## config.mk

```make
export PLATFORM = sky130hd
export DESIGN_NAME = gen_sample_fifo
export DESIGN_NICKNAME = d
export VERILOG_FILES = /design/src/rtl/gen_sample_fifo.sv
export SDC_FILE = /design/constraint.sdc
export NUM_CORES = 1
export LEC_CHECK = 0
export ABC_AREA = 1
export CAP_MARGIN = 15
export CORE_ASPECT_RATIO = 1.75
export CORE_UTILIZATION = 25
export DETAILED_ROUTE_END_ITERATION = 6
export SKIP_LAST_GASP = 1
export SYNTH_ARGS = -nofsm -noshare
export SYNTH_HDL_FRONTEND = slang
export SYNTH_SLANG_ARGS = --single-unit
```

## constraint.sdc

```tcl
create_clock -name clk -period 1.9 [get_ports clk]
set_clock_uncertainty 0.05 [all_clocks]
set_input_delay 0.38 -clock clk [delete_from_list [all_inputs] [get_ports clk]]
set_output_delay 0.38 -clock clk [all_outputs]
set_load 0.03 [all_outputs]
```

## src/rtl/gen_sample_fifo.sv

```systemverilog
// gen_sample_fifo: first-word-fall-through sample FIFO behind funct_generator.
// It also records samples dropped on overflow, because the generator cannot be stalled.
module gen_sample_fifo #(
  parameter int DATA_WIDTH = 16,
  parameter int ADDR_WIDTH = 4,
  parameter int AFULL_THRESH = 12,
  parameter logic [DATA_WIDTH-1:0] RESET_VALUE = '0
) (
  input  logic                         clk,
  input  logic                         rst,
  input  logic                         wr_en_i,
  input  logic signed [DATA_WIDTH-1:0] data_i,
  input  logic                         flush_i,
  input  logic                         rd_ready_i,
  output logic                         rd_valid_o,
  output logic signed [DATA_WIDTH-1:0] data_o,
  output logic                         full_o,
  output logic                         empty_o,
  output logic                         afull_o,
  output logic [ADDR_WIDTH:0]          count_o,
  output logic                         ovf_o,
  output logic [7:0]                   drop_cnt_o,
  input  logic                         ovf_clr_i
);
  localparam int DEPTH = 1 << ADDR_WIDTH;
  localparam logic [ADDR_WIDTH:0] C_DEPTH = (ADDR_WIDTH+1)'(DEPTH);
  localparam logic [ADDR_WIDTH:0] C_AFULL = (ADDR_WIDTH+1)'(AFULL_THRESH);
  logic [DATA_WIDTH-1:0] r_mem [DEPTH];
  logic [ADDR_WIDTH-1:0] r_wptr, r_rptr, w_wptr_nx, w_rptr_nx;
  logic [ADDR_WIDTH:0]   r_count, w_count_nx;
  logic [DATA_WIDTH-1:0] r_data, w_data_nx;
  logic                  r_full, r_empty, r_afull, r_ovf;
  logic [7:0]            r_drop;
  logic                  w_rd, w_wr, w_drop;
  always_comb begin
    w_rd = !r_empty && rd_ready_i && !flush_i;
    w_wr = wr_en_i && !flush_i && (!r_full || w_rd);
    w_drop = wr_en_i && !flush_i && r_full && !w_rd;
    w_wptr_nx = flush_i ? '0 : w_wr ? r_wptr + 1'b1 : r_wptr;
    w_rptr_nx = flush_i ? '0 : w_rd ? r_rptr + 1'b1 : r_rptr;
    w_count_nx = flush_i ? '0 : (w_wr && !w_rd) ? r_count + 1'b1 :
                 (w_rd && !w_wr) ? r_count - 1'b1 : r_count;
    // New head bypasses memory when it is the word being written this cycle
    w_data_nx = (w_count_nx == '0) ? r_data :
                (w_wr && r_wptr == w_rptr_nx) ? data_i : r_mem[w_rptr_nx];
  end
  always_ff @(posedge clk)
    if (w_wr) r_mem[r_wptr] <= data_i;
  always_ff @(posedge clk or negedge rst) begin
    if (!rst) begin
      r_wptr  <= '0;
      r_rptr  <= '0;
      r_count <= '0;
      r_data  <= RESET_VALUE;
      r_full  <= 1'b0;
      r_empty <= 1'b1;
      r_afull <= 1'b0;
      r_ovf   <= 1'b0;
      r_drop  <= '0;
    end else begin
      r_wptr  <= w_wptr_nx;
      r_rptr  <= w_rptr_nx;
      r_count <= w_count_nx;
      r_data  <= w_data_nx;
      r_full  <= w_count_nx == C_DEPTH;
      r_empty <= w_count_nx == '0;
      r_afull <= w_count_nx >= C_AFULL;
      r_ovf   <= ovf_clr_i ? w_drop : r_ovf || w_drop;
      r_drop  <= ovf_clr_i ? {7'd0, w_drop} : (w_drop && r_drop != 8'hFF) ? r_drop + 1'b1 : r_drop;
    end
  end
  assign rd_valid_o = !r_empty;
  assign data_o     = r_data;
  assign full_o     = r_full;
  assign empty_o    = r_empty;
  assign afull_o    = r_afull;
  assign count_o    = r_count;
  assign ovf_o      = r_ovf;
  assign drop_cnt_o = r_drop;
endmodule
```

[Yosys cells after proc, flatten, opt, wreduce, memory -nomap -nowiden]
Memory sizes are Yosys's and may differ from the RTL's. A register that Yosys moved wholly into a read port is not among the register bits.
Cells that the tools add are included.
Word-level totals
  memories: 1
  bits in registers: 25
  output and inout port bits: 34
  logic and storage cells: 50
  input bits: 22
  bits in writable memories: 256
Operators by class
  $lt $le $gt $ge: 1
  multiplexer cells: 12
  reduce and logical (&&, ||, !) cells: 21
  add/sub/neg operators: 5
  equality and inequality tests: 2
Memories
  r_mem: words 16, bits a word 16, read ports 1, clocked after Yosys merged registers in 1, wr ports 1, line 28  | logic [DATA_WIDTH-1:0] r_mem [DEPTH];
Operator list (number)
  $mux 4: 4
  $mux 8: 2
  $mux 5: 3
  $logic_and 1x1->1: 9
  $add 4x1->4 const B: 2
  $add 8x1->8 const B: 1
  $ne 8x8->1 const B: 1
  $logic_not 1->1: 7
  $add 5x1->5 const B: 1
  $eq 5x5->1 const B: 1
  $ge 5x4->1 const B: 1
  $logic_not 5->1: 1
  $sub 5x1->5 const B: 1
  $reduce_bool 2->1: 2
  $mux 1: 3
  $logic_or 1x1->1: 2

[Logic depth before layout (Yosys ltp)]
  depth in word-level cells: 12
  depth in mapped cells: 17
  depth with buffers taken out: 16

[Least setup slack after synthesis]
OpenSTA, ideal clock, no wires.
  path kind: reg-to-reg
  start: register r_empty (netlist: empty_o)
  end: memory r_mem[11][0], enable pin
  setup slack: -379 ps
  required time: 1462 ps
  cell stages (with the launch flop): 6
  clock period less this slack: 2279 ps
  arrival: 1841 ps
  buffers on the path: 0
  library setup time: 388 ps
  path through: dfstp_2 inv_2 nand3_2 a21oi_4 nand2_1 nor2_1
On the way
  cells in the longest elaborated chain, start to end: 7
RTL lines
  start: declaration: line 32  | logic r_full, r_empty, r_afull, r_ovf;
  start signal: assignment: line 56  | r_empty <= 1'b1;
  start signal: assignment: line 66  | r_empty <= w_count_nx == '0;
  $logic_not 1->1
  via rd_valid_o: line 15  | output logic rd_valid_o,
  $logic_and 1x1->1 (2 in series): line 36  | w_rd = !r_empty && rd_ready_i && !flush_i;
  $logic_or 1x1->1: line 37  | w_wr = wr_en_i && !flush_i && (!r_full || w_rd);
  $logic_and 1x1->1: line 37
  $mux 1: line 48  | if (w_wr) r_mem[r_wptr] <= data_i;
  $mux 1 (not written as such): line 48
  end: declaration: line 28
The timed path passes the listed nets, and every way through them passes these cells.

[Worst setup path in the final report]
  start: register r_empty (netlist: empty_o)
  end: register r_data[10] (netlist: data_o[10]), read port of r_mem
On the way
  cells in the longest elaborated chain, start to end: 12
  elaborated cells between the ends (all ways): 16
  those cells by class: mux: 5; reduce/logical: 11
RTL lines
  $logic_not 1->1 (*): line 36
  $logic_and 1x1->1 (*) (2 in series): line 36
  $logic_or 1x1->1: line 37
  $logic_and 1x1->1: line 37
  $logic_not 1->1: line 42  | (w_rd && !w_wr) ? r_count - 1'b1 : r_count;
  $logic_and 1x1->1: line 42
  $mux 5: line 42
  $mux 5 (2 in series): line 41  | w_count_nx = flush_i ? '0 : (w_wr && !w_rd) ? r_count + 1'b1 :
  $logic_not 5->1: line 44  | w_data_nx = (w_count_nx == '0) ? r_data :
  $logic_not 1->1 (no line)
  end: declaration: line 31  | logic [DATA_WIDTH-1:0] r_data, w_data_nx;
Mark *: on every way between the ends. The rest lies on a longest branch, timed or not.
A chain may end at the register's enable or synchronous reset.

==> metrics list <==
- Status: finished, violations left
* Violated checks: negative setup slack
- In this run the remaining antenna-violating nets after routing total 0.
* I/O pin count: between 50 and 60
- Initial antenna violation count: 2
- For this block, the initial DRC count from the detailed router was 875.
* Wire length of the first global-routing pass: about 60000 um
- Subtracting the final worst setup slack from the clock period gives 2100 ps.
- DRC Markers: 0
* Clock tree from TritonCTS: done
- The number of nets in the synthesized netlist is ~1.4k.
- Summing internal, switching and leakage power gives between 15 and 20 mW.
- Among all flip-flop cells after synthesis, the most frequent one is edfxtp_1.
* Worst Hold Margin: about 270 ps
- Setup-failing EPs final: 26
- Final HPWL DP: between 20000 and 30000 um
* Number of cell instances on the worst register-to-register path: 14
- Dividing total power by cell area gives a power density of 994 nW/um2.
* Overall routed net length: ~41000 um
- Counting instances in the post-synthesis netlist gives the leading cell types as nand2_1, nand3_1, edfxtp_1.
- Post-place instance area: 16100 um2
- The count of buffers added on input and output ports is 55.
* Path type of the worst setup path: reg -> reg
* Max IR drop VDD: 532 uV
- RSZ-0062 raised after global routing: yes
* Total number of nets in the final design: between 1.5k and 2k
* Fraction of registers with async set or reset after synthesis: roughly 14%
- The worst setup path is launched from a register.
- Kind of end point of the critical path: register
- Max-cap violations: 0
- Synthesis handed over a netlist of ~1.3k instances.
* Register clock-pin slew on the reported worst setup and hold paths: roughly 70 ps
- Headroom to the max-slew limit: about three quarters
- Core Area: 53500 um2
* Highest net fanout along the worst path: 10
* Synthesized area per cell: between 10 and 15 um2
- The die covers 55400 um2.
- Counting the fill cells in the layout gives between 5k and 6k.
- Final Instance Count excl. Fillers: approximately 2.2k
- 0 antenna diodes ended up in the layout.
- Final weighted congestion in routability-driven placement: roughly 0.85
- Using the TritonRoute via totals, the vias-per-cell ratio works out to approximately 4.6.
- Required time worst endpoint: roughly 2300 ps
- Worst-Margin Slew: ~370 ps
* Area share of the largest cell type after synthesis: between 50% and 60%
* PnR worst setup slack: -200 ps
- In this run, distinct cell masters in the synthesized netlist total 34.
- Starting Density: about 25%
- Total non-filler cell area in the finished layout: between 15000 and 20000 um2
* Dominant cell type by area after synthesis: edfxtp_1
- Prior to clock tree synthesis, the placed netlist has a worst setup slack of -728 ps.
- Horizontal die dimension: about 180 um
- Vias in the first global route: 9843
- Sequential share of the synthesized area: around 64%
- After detailed routing, the average wire length per cell comes to between 15 and 20 um.
- The post-route netlist has around 18% of its cells at a drive strength greater than 1.
- In this run the deepest clock path goes through 3 buffers.
* Final number of hold-violating endpoints: 0
- Htree depth: 1
- Overall die height: 311 um
- Insertion delay of the later-clocked pin in the worst-skew pair: between 500 and 600 ps
* Number of warnings issued by yosys: 0
- Count of clock tree sinks: 297
* Flop and latch count out of synthesis: between 200 and 300
- Data arrival time at the worst-slack endpoint: around 2500 ps
- Largest net degree at the start of global routing: 50
* Cell types occupying the most area after synthesis: edfxtp_1, nand3_1, nand2_1
- The root buffer cell chosen for the clock tree is clkbuf_16.
- Max Transition Viols Final: 0
* Number of vias in the routed layout: a little over 10k
- Derived from the worst setup path, the maximum achievable clock frequency is between 400 and 500 MHz.
* Gr ovfl total: 0
- The pre-antenna-repair detailed-routing pass consisted of 5 iterations.
- Min-Delay Path Class: in -> async
- Cell count after placement: around 2.1k
- The area growth from synthesis to layout is 28.7%.
- In the post-synthesis netlist, the cell with the most instances is nand2_1.
* Number of core rows: around 110
- The mapped netlist covers roughly 14000 um2.
- For this design the static power due to leakage is between 7 and 8 nW.
- Final period util: 111%
* Number of buffers inserted during clock tree synthesis: 26
- Total GRT Usage: about 14%
* Number of synthesized flops with an enable pin: 256
==> cells by family after synthesis <==
kind of cell / after synthesis / share of synthesized area (%)
AND/OR/NAND/NOR: 723 / 25.9
AO/OA/AOI/OAI: 20 / 0.874
flip-flops: 297 / 64.0
buffers and inverters: 268 / 8.16
XOR/XNOR: 4 / 0.257
adder cells (fa/ha/maj): 8 / 0.736
==> layer usage <==
metal / up-vias / track usage [%] / routed length, um
met1: 4883 / 16.0 / 14700
met2: 346 / 26.1 / 21700
met4: 4 / 6.95 / 2020
met3: 92 / 1.70 / 2080
li1: 4746 / - / -
met5: - / 0 / 22
==> final cells by class <==
cell class,instances,area [um2],area share [%]
sequential,297,8720,49.8
multi-input combinational,755,4040,23.1
timing repair buffer,200,2240,12.8
tap,684,856,4.89
inverter,201,769,4.40
clock buffer,29,683,3.90
clock inverter,19,203,1.16
==> path summary, 6_finish.rpt <==
check | endpoint | startpoint | slack, ps
max | data_o[10] | empty_o | -200
min | count_o[4] | rst | 270
max reg2reg | data_o[10] | empty_o | -200
min reg2reg | data_o[1] | data_o[1] | 440
max in group asynchronous | empty_o | rst | 1250
min in group clk | r_wptr[2] | flush_i | 290
==> sequential cells by signal, indices dropped and copies added, names as in the netlist <==
signal	flops
afull_o	1
r_rptr	4
data_o	16
r_mem	256
ovf_o	1
count_o	5
r_wptr	4
drop_cnt_o	8
full_o	1
empty_o	1
==> layout by cell type, fill, tap and decap left out, drive strengths merged, types with 2 or more instances in the layout <==
cell type	n
a21oi	9
buf	137
bufbuf	2
bufinv	3
clkbuf	36
clkdlybuf4s15	4
clkdlybuf4s50	19
clkinv	12
clkinvlp	2
dfrtp	40
dlygate4sd2	29
edfxtp	256
ha	8
inv	203
nand2	299
nand3	283
nand3b	96
nand4	7
nor2	30
nor3	6
o21ai	8
xor2	4
==> what timing repair did <==
| item | in CTS | in global routing |
|---|---|---|
| buffers inserted | 3 | 6 |
| resized for setup | 72 | 43 |
| pin swaps | 3 | 6 |
| hold buffers | 1 | 0 |
| endpoints found under the setup margin | 144 | 246 |
| hold endpoints to repair | 41 | 0 |
| gates cloned | 2 | 8 |
==> worst max-delay path: stages, from the launching register on <==
cell,delay [ps]
dfstp_2,600
inv_6,50
nand2_4,80
nand4_4,130
inv_1,110
nand2_1,70
nand2_1,70
nand2_1,50
nand3_1,140
nand3_4,190
buf_12,200
nand2_1,50
inv_1,40
nand2_1,90
nand2_1,60
==> per-stage QoR <==
| stage | utilization [%] | setup TNS (ps) |
|---|---|---|
| after floorplan | - | -14920 |
| after global placement | 30.1 | -149560 |
| after detailed placement | 30.1 | -161590 |
| after CTS | 32.0 | -4110 |
| after global routing | 32.7 | -6350 |
| final | 32.7 | -2650 |
==> where the power goes <==
part / switching (mW) / internal, mW
Clock: 2.51 / 3.05
Sequential: 0.221 / 7.36
Combinational: 2.63 / 1.63
No activity file was read; power rests on OpenSTA's default activity.
